File: src/rtl/chroma_pkg.sv
// Shared definitions for the chroma subcarrier lock controller.
// Holds the sequencer state type, shared widths, the nominal NCO increment
// and the saturation/clamp helpers used by the per-line PI update.
package chroma_pkg;

   localparam int unsigned ERR_W  = 12;  // demodulator sample width
   localparam int unsigned OFF_W  = 32;  // NCO offset width
   localparam int unsigned SUM_W  = 24;  // burst-window accumulator width
   localparam int unsigned CNT_W  = 12;  // gated sample counter width
   localparam int unsigned WD_W   = 13;  // line watchdog width
   localparam int unsigned WIDE_W = 40;  // headroom for the PI arithmetic

   // fsc / 74.25 MHz * 2^32, the free-running NCO increment
   localparam logic [OFF_W-1:0] NCO_NOMINAL_INC = 32'd207057652;
   localparam logic signed [OFF_W-1:0] OFFSET_LIMIT_DEFAULT = 32'sd4194304;

   typedef enum logic [2:0] {
      StIdle,
      StWaitBurst,
      StAccum,
      StUpdate,
      StApply
   } lock_state_t;

   // Saturate a widened accumulator value to 16-bit signed.
   function automatic logic signed [15:0] sat16(input logic signed [SUM_W:0] v);
      logic signed [SUM_W:0] hi;
      logic signed [SUM_W:0] lo;
      hi = (SUM_W+1)'(32767);
      lo = -(SUM_W+1)'(32768);
      if (v > hi) begin
         return 16'sd32767;
      end else if (v < lo) begin
         return -16'sd32768;
      end else begin
         return v[15:0];
      end
   endfunction

   // Symmetric clamp of a wide intermediate to +/-lim.
   function automatic logic signed [OFF_W-1:0] clamp_off(input logic signed [WIDE_W-1:0] v,
                                                         input logic signed [OFF_W-1:0]  lim);
      logic signed [WIDE_W-1:0] hi;
      logic signed [WIDE_W-1:0] lo;
      hi = {{(WIDE_W-OFF_W){lim[OFF_W-1]}}, lim};
      lo = -hi;
      if (v > hi) begin
         return hi[OFF_W-1:0];
      end else if (v < lo) begin
         return lo[OFF_W-1:0];
      end else begin
         return v[OFF_W-1:0];
      end
   endfunction

endpackage

File: src/rtl/hyst_counter.sv
// Consecutive-line counter used for lock, weak-burst and strong-burst runs.
// Ports:
//   clk, rst : clock and asynchronous active-high reset
//   inc      : count one qualifying line (saturates at MAX)
//   clr      : clear the run; wins over inc
//   hit      : this inc brings the run to MAX (combinational)
module hyst_counter #(
   parameter int unsigned MAX = 8
) (
   input  logic clk,
   input  logic rst,
   input  logic inc,
   input  logic clr,
   output logic hit
);

   localparam int unsigned CW = $clog2(MAX + 1);

   logic [CW-1:0] count;

   // Independent of clr so the caller may fold hit into clr without a loop.
   assign hit = inc && (count >= CW'(MAX - 1));

   always_ff @(posedge clk or posedge rst) begin
      if (rst) begin
         count <= '0;
      end else if (clr) begin
         count <= '0;
      end else if (inc && (count < CW'(MAX))) begin
         count <= count + CW'(1);
      end
   end

endmodule

File: src/rtl/chroma_lock_controller.sv
// Line-rate sequencer for the NTSC chroma subcarrier loop and colour killer.
// Accumulates burst phase error and amplitude over each burst window, runs a
// PI update on the per-line error to steer the NCO, and tracks lock and
// colour-kill state with hysteresis. A watchdog resets the loop when bursts
// stop arriving.
// Ports:
//   clk, rst      : pixel clock, asynchronous active-high reset
//   burst_gate    : burst window aligned to the demodulator pipeline
//   phase_err     : per-sample V-axis error (positive = NCO leads)
//   burst_amp     : per-sample U-axis amplitude
//   sat_gain_in   : user saturation setting
//   phase_offset  : offset added to the nominal NCO increment
//   sat_gain_out  : sat_gain_in, or 0 while colour is killed
//   locked        : loop lock indicator
//   color_kill    : colour-killer state
//   line_valid    : one-cycle strobe when a line update is applied
module chroma_lock_controller
   import chroma_pkg::*;
#(
   parameter int unsigned             ACC_SHIFT    = 6,
   parameter int unsigned             MIN_SAMPLES  = 16,
   parameter int unsigned             KP_SHIFT     = 8,
   parameter int unsigned             KI_SHIFT     = 2,
   parameter logic signed [OFF_W-1:0] OFFSET_LIMIT = OFFSET_LIMIT_DEFAULT,
   parameter int unsigned             LOCK_TOL     = 16,
   parameter int unsigned             LOCK_LINES   = 8,
   parameter int unsigned             KILL_LO      = 64,
   parameter int unsigned             KILL_HI      = 128,
   parameter int unsigned             KILL_LINES   = 4,
   parameter int unsigned             LINE_TIMEOUT = 6000
) (
   input  logic                    clk,
   input  logic                    rst,
   input  logic                    burst_gate,
   input  logic signed [ERR_W-1:0] phase_err,
   input  logic signed [ERR_W-1:0] burst_amp,
   input  logic signed [12:0]      sat_gain_in,
   output logic signed [OFF_W-1:0] phase_offset,
   output logic signed [12:0]      sat_gain_out,
   output logic                    locked,
   output logic                    color_kill,
   output logic                    line_valid
);

   lock_state_t              state;
   logic signed [SUM_W-1:0]  err_sum;
   logic [SUM_W-1:0]         amp_sum;
   logic [CNT_W-1:0]         cnt;
   logic [WD_W-1:0]          wd_cnt;
   logic signed [OFF_W-1:0]  integ;

   // Sample-rate datapath
   logic [ERR_W-1:0]         amp_abs;
   logic signed [SUM_W-1:0]  err_first;
   logic signed [SUM_W-1:0]  err_next;
   logic [SUM_W:0]           amp_add;
   logic [SUM_W-1:0]         amp_next;
   logic [CNT_W-1:0]         cnt_next;

   // Line-rate datapath
   logic signed [15:0]       e_line;
   logic signed [15:0]       a_line;
   logic [15:0]              a_u;
   logic signed [16:0]       e_ext;
   logic [16:0]              e_abs;
   logic signed [WIDE_W-1:0] e_wide;
   logic signed [WIDE_W-1:0] integ_wide;
   logic signed [OFF_W-1:0]  integ_new;
   logic signed [WIDE_W-1:0] integ_new_wide;
   logic signed [OFF_W-1:0]  off_new;
   logic                     e_in_tol;
   logic                     e_far;
   logic                     a_weak;
   logic                     a_strong;

   logic wd_fire;
   logic upd;
   logic lock_hit;
   logic weak_hit;
   logic strong_hit;

   // |-2048| = 2048 still fits 12 bits unsigned
   assign amp_abs   = burst_amp[ERR_W-1] ? $unsigned(-burst_amp) : $unsigned(burst_amp);
   assign err_first = {{(SUM_W-ERR_W){phase_err[ERR_W-1]}}, phase_err};
   assign err_next  = err_sum + err_first;
   assign amp_add   = {1'b0, amp_sum} + {{(SUM_W+1-ERR_W){1'b0}}, amp_abs};
   assign amp_next  = amp_add[SUM_W] ? '1 : amp_add[SUM_W-1:0];
   assign cnt_next  = (cnt == '1) ? cnt : cnt + CNT_W'(1);

   always_comb begin
      e_line         = sat16($signed({err_sum[SUM_W-1], err_sum}) >>> ACC_SHIFT);
      a_line         = sat16($signed({1'b0, amp_sum >> ACC_SHIFT}));
      a_u            = $unsigned(a_line);
      e_ext          = {e_line[15], e_line};
      e_abs          = e_ext[16] ? $unsigned(-e_ext) : $unsigned(e_ext);
      e_wide         = {{(WIDE_W-16){e_line[15]}}, e_line};
      integ_wide     = {{(WIDE_W-OFF_W){integ[OFF_W-1]}}, integ};
      // Negative feedback: a leading NCO (positive error) gets a smaller increment
      integ_new      = clamp_off(integ_wide - (e_wide <<< KI_SHIFT), OFFSET_LIMIT);
      integ_new_wide = {{(WIDE_W-OFF_W){integ_new[OFF_W-1]}}, integ_new};
      off_new        = clamp_off(integ_new_wide - (e_wide <<< KP_SHIFT), OFFSET_LIMIT);
      e_in_tol       = e_abs < 17'(LOCK_TOL);
      e_far          = e_abs >= 17'(4 * LOCK_TOL);
      a_weak         = a_u < 16'(KILL_LO);
      a_strong       = a_u > 16'(KILL_HI);
   end

   assign wd_fire = (state != StIdle) && (wd_cnt == WD_W'(LINE_TIMEOUT));
   assign upd     = (state == StUpdate) && !wd_fire;

   hyst_counter #(
      .MAX (LOCK_LINES)
   ) u_lock_cnt (
      .clk (clk),
      .rst (rst),
      .inc (upd && e_in_tol),
      .clr ((upd && !e_in_tol) || wd_fire),
      .hit (lock_hit)
   );

   // Kill counters clear themselves on the line that flips the kill state.
   hyst_counter #(
      .MAX (KILL_LINES)
   ) u_weak_cnt (
      .clk (clk),
      .rst (rst),
      .inc (upd && !color_kill && a_weak),
      .clr ((upd && !color_kill && !a_weak) || weak_hit),
      .hit (weak_hit)
   );

   hyst_counter #(
      .MAX (KILL_LINES)
   ) u_strong_cnt (
      .clk (clk),
      .rst (rst),
      .inc (upd && color_kill && a_strong),
      .clr ((upd && color_kill && !a_strong) || strong_hit),
      .hit (strong_hit)
   );

   // Outputs are registered at the end of the UPDATE cycle so that they, and
   // the line_valid strobe, are visible during APPLY (two cycles after the
   // gate falls).
   always_ff @(posedge clk or posedge rst) begin
      if (rst) begin
         state        <= StIdle;
         err_sum      <= '0;
         amp_sum      <= '0;
         cnt          <= '0;
         wd_cnt       <= '0;
         integ        <= '0;
         phase_offset <= '0;
         locked       <= 1'b0;
         color_kill   <= 1'b1;
         line_valid   <= 1'b0;
      end else begin
         line_valid <= 1'b0;
         if ((state == StIdle) || (state == StApply)) begin
            wd_cnt <= '0;
         end else begin
            wd_cnt <= wd_cnt + WD_W'(1);
         end

         if (wd_fire) begin
            state        <= StWaitBurst;
            err_sum      <= '0;
            amp_sum      <= '0;
            cnt          <= '0;
            wd_cnt       <= '0;
            integ        <= '0;
            phase_offset <= '0;
            locked       <= 1'b0;
            color_kill   <= 1'b1;
         end else begin
            unique case (state)
               StIdle: begin
                  // Never start mid-burst
                  if (!burst_gate) begin
                     state <= StWaitBurst;
                  end
               end
               StWaitBurst: begin
                  if (burst_gate) begin
                     err_sum <= err_first;
                     amp_sum <= {{(SUM_W-ERR_W){1'b0}}, amp_abs};
                     cnt     <= CNT_W'(1);
                     state   <= StAccum;
                  end else begin
                     err_sum <= '0;
                     amp_sum <= '0;
                     cnt     <= '0;
                  end
               end
               StAccum: begin
                  if (burst_gate) begin
                     err_sum <= err_next;
                     amp_sum <= amp_next;
                     cnt     <= cnt_next;
                  end else if (cnt >= CNT_W'(MIN_SAMPLES)) begin
                     state <= StUpdate;
                  end else begin
                     state <= StWaitBurst;
                  end
               end
               StUpdate: begin
                  integ        <= integ_new;
                  phase_offset <= off_new;
                  line_valid   <= 1'b1;
                  if (lock_hit) begin
                     locked <= 1'b1;
                  end else if (e_far) begin
                     locked <= 1'b0;
                  end
                  if (weak_hit) begin
                     color_kill <= 1'b1;
                  end else if (strong_hit) begin
                     color_kill <= 1'b0;
                  end
                  state <= StApply;
               end
               StApply: begin
                  state <= StWaitBurst;
               end
               default: begin
                  state <= StIdle;
               end
            endcase
         end
      end
   end

   assign sat_gain_out = color_kill ? '0 : sat_gain_in;

endmodule

File: config.mk
export PLATFORM = sky130hd
export DESIGN_NAME = chroma_lock_controller
export DESIGN_NICKNAME = d
export VERILOG_FILES = /design/src/rtl/chroma_pkg.sv /design/src/rtl/hyst_counter.sv /design/src/rtl/chroma_lock_controller.sv
export SDC_FILE = /design/constraint.sdc
export NUM_CORES = 1
export LEC_CHECK = 0
export BUFFER_PORTS_ARGS = -buffer_cell sky130_fd_sc_hd__buf_2
export CORE_MARGIN = 3
export CORE_UTILIZATION = 37
export DETAILED_ROUTE_END_ITERATION = 6
export SLEW_MARGIN = 0
export SYNTH_ARGS = -nofsm -noshare
export SYNTH_HDL_FRONTEND = slang
export SYNTH_SLANG_ARGS = --single-unit
export TNS_END_PERCENT = 1
File: constraint.sdc
create_clock -name clk -period 13.3 [get_ports clk]
set_input_delay 1.33 -clock clk [delete_from_list [all_inputs] [get_ports clk]]
set_output_delay 1.33 -clock clk [all_outputs]
set_load 0.05 [all_outputs]
==> results of run 1 <==
## cell families (layout without fill, tap and decap cells)
kind of cell / Yosys count / after routing / synth area share
adders and majority gates: 92 / 92 / 0.0852
AOI/OAI and AO/OA: 542 / 542 / 0.282
and+or+nand+nor: 612 / 612 / 0.218
DFF: 153 / 153 / 0.283
xor gates and xnor gates: 121 / 121 / 0.0814
muxes: 8 / 8 / 0.00611
buffers and inverters: 145 / 200 / 0.0440
## sequential cells by signal (all words and copies together) (netlist names)
signal / count
locked: 1
state: 3
integ: 32
cnt: 12
u_strong_cnt.count: 3
amp_sum: 24
err_sum: 24
u_weak_cnt.count: 3
color_kill: 1
line_valid: 1
u_lock_cnt.count: 4
phase_offset: 32
wd_cnt: 13
## synthesized netlist by cell type, drive strengths merged (17+ instances only)
cell | count | area share
inv | 65 | 0.018
nor2b | 35 | 0.016
nand2b | 18 | 0.0083
a21oi | 112 | 0.044
dfrtp | 152 | 0.28
and3 | 27 | 0.012
ha | 80 | 0.074
a22o | 21 | 0.014
and2 | 20 | 0.0093
xnor2 | 88 | 0.058
nand3 | 52 | 0.019
o31ai | 19 | 0.011
a21o | 40 | 0.022
o21a | 17 | 0.0094
o21bai | 19 | 0.011
buf | 21 | 0.0096
nand2 | 200 | 0.056
nand4 | 21 | 0.0097
a31oi | 25 | 0.013
xor2 | 33 | 0.023
o21ai | 133 | 0.051
nor2 | 138 | 0.038
clkbuf | 58 | 0.016
nor3 | 40 | 0.015
## tightest hold or removal path, cell delays in order (launching register included)
cell     delay (ns)
dfrtp_1        0.34
nand2_1        0.05
nand2_1        0.05
## power groups by stage
stage / Clock, mW / Sequential [mW] / Combinational [mW]
2_1_floorplan: 0 / 0.674 / 2.33
3_3_place_gp: 0 / 0.685 / 2.94
3_5_place_dp: 0 / 0.691 / 2.96
4_1_cts: 0.521 / 0.684 / 2.97
5_1_grt: 0.540 / 0.701 / 3.32
6_report: 0.507 / 0.685 / 3.01
## worst paths after layout
check | to | slack, ns | depth (start not counted)
max | phase_offset[12] | 3.94 | 30
min | phase_offset[28] | 0.47 | 2
max reg2reg | phase_offset[12] | 3.94 | 30
min reg2reg | phase_offset[28] | 0.47 | 2
max in group asynchronous | integ[20] | 10.60 | 4
min in group asynchronous | phase_offset[2] | 0.89 | 2
## metrics by stage
stage / setup WS (ns) / area, sq um
final: 3.94 / 14900
after global routing: 3.27 / 14900
after CTS: 3.98 / 14900
after detailed placement: 4.03 / 14300
after global placement: 4.31 / 14300
after floorplan: 5.22 / 13500
## layout make-up
| type | count | area (sq um) | area share |
|---|---|---|---|
| multi-input cells | 1375 | 9120 | 0.611 |
| clock inverters | 11 | 148 | 0.00989 |
| repair buffers | 102 | 548 | 0.0367 |
| well taps | 461 | 577 | 0.0386 |
| flip-flops and latches | 153 | 3830 | 0.257 |
| clock buffers | 21 | 450 | 0.0302 |
| inverters | 66 | 253 | 0.0169 |
## per-layer routing
layer,vias to the layer above,part of all wire,GRT usage
li1,6205,-,-
met1,6213,0.48,0.278
met2,335,0.46,0.332
met3,35,0.049,0.0297
met4,0,0.011,0.0380
met5,-,0,0
==> results.json, run 1 <==
{
  "io_buffers": 87,
  "hp-start": "phase_offset[28]",
  "drt-total-wl_um": 39200,
  "yosysSeqAreaShare": 0.283,
  "cts_resized": 0,
  "dp.cells": 2157,
  "root_buffer": "clkbuf_16",
  "cts_made_buffers": 17,
  "gr-usage-all-layers": 0.199,
  "post-route-util": 0.417,
  "synthCells": 1673,
  "critPathLaunchType": "flop",
  "status": "complete, but fails checks",
  "avgViaCountPerCell": 5.84,
  "critPathLaunch": "err_sum[22]",
  "cp_slowest_cell": "dfrtp_1",
  "ctsLongestPathBuffers": 2,
  "hp-class": "reg -> reg",
  "drt_first_pass_iters": 7,
  "slew_headroom": 0.317,
  "intPower_mw": 1.99,
  "fin_cells": 2189,
  "areaGrowthSynthToFinish_pct": 10.4,
  "ys_seq_elements": 153,
  "postSynthAreaPerCell_sq_um": 8.08,
  "coreArea_sq_um": 35800,
  "grt_pass1_wl_um": 63500,
  "drv_slew": 0,
  "htreeDepth": 4,
  "drtIter0Drc": 1131,
  "finalClockSkew_ns": 0.0205,
  "cts.sink_count": 153,
  "pwr-share-clk": 0.121,
  "reg2reg_from": "err_sum[22]",
  "fillCellCount": 3583,
  "synth_enable_flop_cells": 0,
  "ctsHoldBuffers": 0,
  "antenna_cells": 0,
  "fmax_ghz": 0.107,
  "path_clk_slew_ns": 0.06,
  "ant_nets": 0,
  "vias": 12788,
  "final_nets": 1838,
  "synth_nets": 1796,
  "ir_drop_uv": 134,
  "ios": 88,
  "finalSetupTns_ns": 0,
  "gp_congestion": 0.936,
  "worstPathMaxFanout": 24,
  "grt_pass1_vias": 12159,
  "critPathCaptureType": "flop",
  "critPathBufInv": 1,
  "finalHoldViolCount": 0,
  "worst-setup-path-type": "reg -> reg",
  "comb_power_share": 0.716,
  "drc_errors": 1,
  "drive_gt1_frac": 0.111,
  "synth_area_sq_um": 13500,
  "arrival_ns": 9.73,
  "fp.dieW_um": 197,
  "synth_ff_type": "dfrtp_1",
  "switchingPower_mw": 2.21,
  "die_h_um": 197,
  "async_flop_share": 1.00,
  "power_density_nw_per_um2": 281,
  "hold_ws_ns": 0.471,
  "finalCritPeriodShare": 0.704,
  "grt_max_degree": 68,
  "cp_slowest_stage_delay_ns": 0.77,
  "clk_latency_ns": 0.44,
  "pwr-share-seq": 0.163,
  "critPathRequiredTime_ns": 13.67,
  "maxCapViolCount": 0,
  "crit_family": "compound AO/OA/AOI/OAI gates",
  "synth_cell_types": 107,
  "swShare": 0.526,
  "die_area_sq_um": 38900,
  "period_needed_ns": 9.36,
  "violations": "DRC",
  "power.leakage_nw": 6.63,
  "overflow": 0,
  "rsz0062_at_grt": "false",
  "worst_pin_slew_ns": 1.02,
  "antenna_found_initial": 0,
  "cp_common_cell": "nand2_1",
  "tritoncts": "built",
  "setup_violations": 0,
  "num_rows": 69,
  "final_common_cell": "nand2_1",
  "dp_hpwl_um": 29600,
  "final_cell_mix": "199 x nand2_1, 152 x dfrtp_1, 134 x nor2_1, 112 x o21ai_0, 107 x a21oi_1",
  "cts_setup_buffers": 0,
  "ys_warn_count": 0,
  "start_util": 0.377,
  "wl_per_cell_um": 17.9,
  "total_power_mw": 4.20
}
(Power assumes the default switching activity.)
==> run 2: changes to the inputs <==
- ABC_AREA: default -> 1
- clock period: 13.3 -> 7.7 ns (I/O delays scaled with it)
==> results.json, run 2 <==
{
  "synth_area_sq_um": 14200,
  "ctsLongestPathBuffers": 2,
  "ys_warn_count": 0,
  "grt_max_degree": 65,
  "critPathRequiredTime_ns": 8.04,
  "finalCritPeriodShare": 0.916,
  "avgViaCountPerCell": 5.21,
  "yosysTopAreaCellShare": 0.268,
  "synth_enable_flop_cells": 0,
  "setup_slack_ns": 0.645,
  "reg2reg_from": "err_sum[23]",
  "worstPathMaxFanout": 32,
  "worst-setup-path-type": "reg -> reg",
  "synth_ff_type": "dfrtp_1",
  "ant_nets": 0,
  "synthMuxAreaShare": 0,
  "critPathLaunchType": "flop",
  "cp_slowest_cell": "dfrtp_1",
  "clk_latency_ns": 0.46,
  "synthCells": 2188,
  "die_area_sq_um": 40700,
  "tritoncts": "built",
  "drt-total-wl_um": 43500,
  "setup_violations": 0,
  "gp_congestion": 0.978,
  "die_h_um": 202,
  "htreeDepth": 4,
  "antenna_cells": 0,
  "ctsHoldBuffers": 0,
  "io_buffers": 87,
  "grt_pass1_wl_um": 71600,
  "antenna_found_initial": 0,
  "final_nets": 2385,
  "cts_made_buffers": 17,
  "drt_first_pass_iters": 5,
  "start_util": 0.376,
  "overflow": 0,
  "finalHoldViolCount": 0,
  "areaGrowthSynthToFinish_pct": 10.8,
  "post-synth-top-area-cell": "dfrtp_1",
  "synth_most_common_cell": "nand2_1",
  "critPathLaunch": "err_sum[23]",
  "gr-usage-all-layers": 0.215,
  "postSynthAreaPerCell_sq_um": 6.48,
  "grt_pass1_vias": 13919,
  "drive_gt1_frac": 0.112,
  "async_flop_share": 1.00,
  "status": "complete, no violations",
  "ys_seq_elements": 153,
  "synth_cell_types": 61,
  "drc_errors": 0,
  "ios": 88,
  "synth-simple-area-share": 0.366,
  "hp-class": "in -> async",
  "synth_compound_area_frac": 0.152,
  "dp_hpwl_um": 34100,
  "final_common_cell": "nand2_1",
  "rr_worst_depth": 42,
  "cts.sink_count": 153,
  "critPathCaptureType": "flop",
  "finalSetupTns_ns": 0,
  "fp.dieW_um": 202,
  "coreArea_sq_um": 37800,
  "drv_slew": 0,
  "slew_headroom": 0.452,
  "maxCapViolCount": 0,
  "path_clk_slew_ns": 0.07,
  "synth_common_cells": "603 x nand2_1, 324 x inv_1, 187 x nor2_1",
  "largest_registers": "integ (32), phase_offset (32)",
  "synth_top_family_by_area": "simple AND/OR/NAND/NOR gates",
  "fmax_ghz": 0.142,
  "synth_nets": 2311,
  "rsz0062_at_grt": "false",
  "num_rows": 71,
  "synth.area.top_cells": "dfrtp_1 27%, nand2_1 16%, inv_1 8.6%",
  "arrival_ns": 7.39,
  "wl_per_cell_um": 15.6,
  "hold_ws_ns": 0.400,
  "root_buffer": "clkbuf_16",
  "synth-adder-area-share": 0.0748,
  "drtIter0Drc": 1120,
  "rrSetupSlack_ns": 0.65,
  "period_needed_ns": 7.05,
  "finalClockSkew_ns": 0.0151,
  "worst_pin_slew_ns": 0.821,
  "yosysSeqAreaShare": 0.270,
  "pre_cts_ws_ns": 0.596,
  "cp_slowest_stage_delay_ns": 0.51,
  "worstReg2RegEnd": "phase_offset[2]",
  "synth_xor_area_frac": 0.0303,
  "final_cell_mix": "603 x nand2_1, 322 x inv_1, 184 x nor2_1, 156 x nand3_1, 152 x dfrtp_1",
  "vias": 14513
}
[run 2: cell types whose count changed in the layout (fill, tap and decap cells not counted), moves of 18 or more]
cell and change:
nand3_1 +104, and2_1 -20, nand2b_1 -18, xnor2_1 -75
a22o_1 -19, nand4_1 +27, nor2_1 +50, nor2b_1 -35
inv_1 +259, nand2_2 +33, nand2_1 +404, a21oi_1 +37
a21o_1 -33, and3_1 -26
[run 2: cells by family (layout without fill, tap and decap cells)]
group	count (synthesis)	after routing
compound gates	367	367
xor+xnor	49	49
fa+ha+maj	83	83
buf+inv	385	472
flops	153	153
simple gates	1151	1151
[run 2: stage by stage]
step / instances / utilization / cell area [sq um]
2_1_floorplan: 2188 / - / 14200
3_3_place_gp: 2754 / 0.400 / 15100
3_5_place_dp: 2754 / 0.400 / 15100
4_1_cts: 2786 / 0.416 / 15700
5_1_grt: 2786 / 0.416 / 15700
6_report: 2786 / 0.416 / 15700
[run 2: critical path, delay by kind of cell, from the launching register on]
kind | cells | cell delay (ns)
compound gates | 5 | 0.93
buf+inv | 9 | 1.35
fa+ha+maj | 2 | 0.63
simple gates | 26 | 3.46
flops | 1 | 0.51
[run 2: final cells by class]
| cell class | count | area (sq um) |
|---|---|---|
| Inverter | 342 | 1300 |
| Clock buffer | 18 | 439 |
| Tap cell | 511 | 639 |
| Fill cell | 3998 | 22000 |
| Sequential cell | 153 | 3830 |
| Multi-Input combinational cell | 1650 | 8840 |
| Clock inverter | 14 | 139 |
| Timing Repair Buffer | 98 | 518 |
[run 2: worst max-delay path by stage]
stage / to / cells past startpoint
floorplan: phase_offset[17] / 48
global placement: phase_offset[5] / 42
detailed placement: phase_offset[2] / 42
CTS: phase_offset[2] / 42
global route: phase_offset[19] / 43
finish: phase_offset[2] / 42
[run 2: per-layer routing]
layer | part of all wire | wire length (um) | GRT usage | vias to the layer above
li1 | - | - | - | 7325
met1 | 0.47 | 20600 | 0.300 | 6754
met2 | 0.45 | 19600 | 0.347 | 382
met3 | 0.057 | 2490 | 0.0348 | 52
met4 | 0.020 | 874 | 0.0558 | 0
met5 | 0 | 0 | 0 | -
[run 2: what timing repair did]
item                                    CTS  global route
resized for setup                         0             3
buffers inserted                          0             0
endpoints found under the setup margin    0            22
Power of run 2 is not shown: default switching activity piles up to over one toggle a cycle in this logic, so the estimate is an artifact.
==> run 3: changes to the inputs <==
- CELL_PAD_IN_SITES_DETAIL_PLACEMENT: default -> 1
- CELL_PAD_IN_SITES_GLOBAL_PLACEMENT: default -> 1
- PLACE_DENSITY_LB_ADDON: default -> 0.1
==> results.json, run 3 (same netlist as run 2, synthesis figures left out) <==
{
  "cp_common_cell": "nand2_1",
  "worst_pin_slew_ns": 0.918,
  "avgViaCountPerCell": 5.37,
  "overflow": 0,
  "vias": 14981,
  "grt_max_degree": 90,
  "cts.sink_count": 153,
  "period_needed_ns": 7.17,
  "maxCapViolCount": 0,
  "critPathCaptureType": "flop",
  "hold_ws_ns": 0.468,
  "fp.dieW_um": 202,
  "critPathLaunchType": "flop",
  "worst-setup-path-type": "reg -> reg",
  "drive_gt1_frac": 0.115,
  "die_area_sq_um": 40700,
  "final_nets": 2390,
  "areaGrowthSynthToFinish_pct": 11.5,
  "fillCellCount": 5058,
  "finalClockSkew_ns": 0.0144,
  "fmax_ghz": 0.139,
  "tritoncts": "built",
  "hp-class": "in -> async",
  "finalCritPeriodShare": 0.932,
  "root_buffer": "clkbuf_16",
  "grt_pass1_wl_um": 83100,
  "htreeDepth": 4,
  "setup_violations": 0,
  "cp_slowest_cell": "dfrtp_1",
  "drt_first_pass_iters": 5,
  "start_util": 0.376,
  "drtIter0Drc": 815,
  "reg2reg_from": "err_sum[23]",
  "die_h_um": 202,
  "largest_registers": "integ (32), phase_offset (32)",
  "cts_made_buffers": 17,
  "io_buffers": 87,
  "drc_errors": 0,
  "antenna_found_initial": 0,
  "path_clk_slew_ns": 0.08,
  "critPathRequiredTime_ns": 8.11,
  "ctsLongestPathBuffers": 2,
  "finalHoldViolCount": 0,
  "ios": 88,
  "dp.cells": 2755,
  "rsz0062_at_grt": "false",
  "critPathLaunch": "err_sum[23]",
  "final_cell_mix": "602 x nand2_1, 323 x inv_1, 184 x nor2_1, 156 x nand3_1, 152 x dfrtp_1",
  "finalSetupTns_ns": 0,
  "gr-usage-all-layers": 0.253,
  "slew_headroom": 0.388,
  "status": "complete, no violations",
  "worstPathMaxFanout": 22,
  "drt-total-wl_um": 51200,
  "final_common_cell": "nand2_1",
  "drv_slew": 0,
  "ctsHoldBuffers": 0,
  "coreArea_sq_um": 37800,
  "wl_per_cell_um": 18.3,
  "grt_pass1_vias": 15419,
  "gp_congestion": 0.970,
  "num_rows": 71,
  "fin_cells": 2792,
  "clk_latency_ns": 0.47,
  "dp_hpwl_um": 40700,
  "ant_nets": 0,
  "cp_slowest_stage_delay_ns": 0.50,
  "arrival_ns": 7.58
}
## run 3: changes by cell type in the layout (fill, tap and decap cells not counted), sizes merged
cell / before / now
clkinv: 8 / 7
diode: 0 / 1
bufinv: 1 / 3
clkbuf: 18 / 17
inv: 344 / 346
clkinvlp: 3 / 1
buf: 98 / 103
## run 3: through the flow
stage	setup WS, ns	utilization	cell area [sq um]
floorplan	1.77	-	14200
global placement	0.379	0.401	15100
detailed placement	0.146	0.401	15100
CTS	0.0792	0.417	15700
global route	0.0339	0.419	15800
finish	0.527	0.419	15800
## run 3: area by class of cell
class | count | area, sq um | share of cell area
multi-input combinational | 1650 | 8860 | 0.561
antenna | 1 | 2.50 | 0.000158
sequential | 153 | 3830 | 0.242
clock buffer | 17 | 425 | 0.0269
inverter | 342 | 1290 | 0.0818
timing repair buffer | 103 | 568 | 0.0359
clock inverter | 15 | 186 | 0.0118
tap | 511 | 639 | 0.0404
## run 3: worst paths after layout
path / endpoint / slack [ns] / depth (start not counted)
worst max-delay path: phase_offset[13] / 0.53 / 35
worst min-delay path: cnt[8] / 0.47 / 2
worst max register to register: phase_offset[13] / 0.53 / 35
worst min register to register: phase_offset[21] / 0.48 / 2
max in group asynchronous: integ[28] / 5.69 / 3
min in group clk: phase_offset[21] / 0.48 / 2
## run 3: timing repair
item | in CTS | in global routing
gates resized for setup | 0 | 7
setup endpoints to repair | 0 | 23
setup buffers | 0 | 4
## run 3: critical path: cells and delay by family, from the launching register on
kind | cells | cell delay, ns
simple gates | 21 | 3.62
compound gates | 4 | 0.99
fa+ha+maj | 3 | 0.85
buf+inv | 6 | 0.76
flops | 1 | 0.50
xor+xnor | 1 | 0.37
## run 3: per-layer routing
| layer | part of all wire | global-route usage |
|---|---|---|
| met2 | 0.46 | 0.418 |
| met1 | 0.48 | 0.354 |
| met3 | 0.041 | 0.0356 |
| met5 | 0 | 0 |
| met4 | 0.016 | 0.0561 |
Power of run 3 is left out for the same reason.
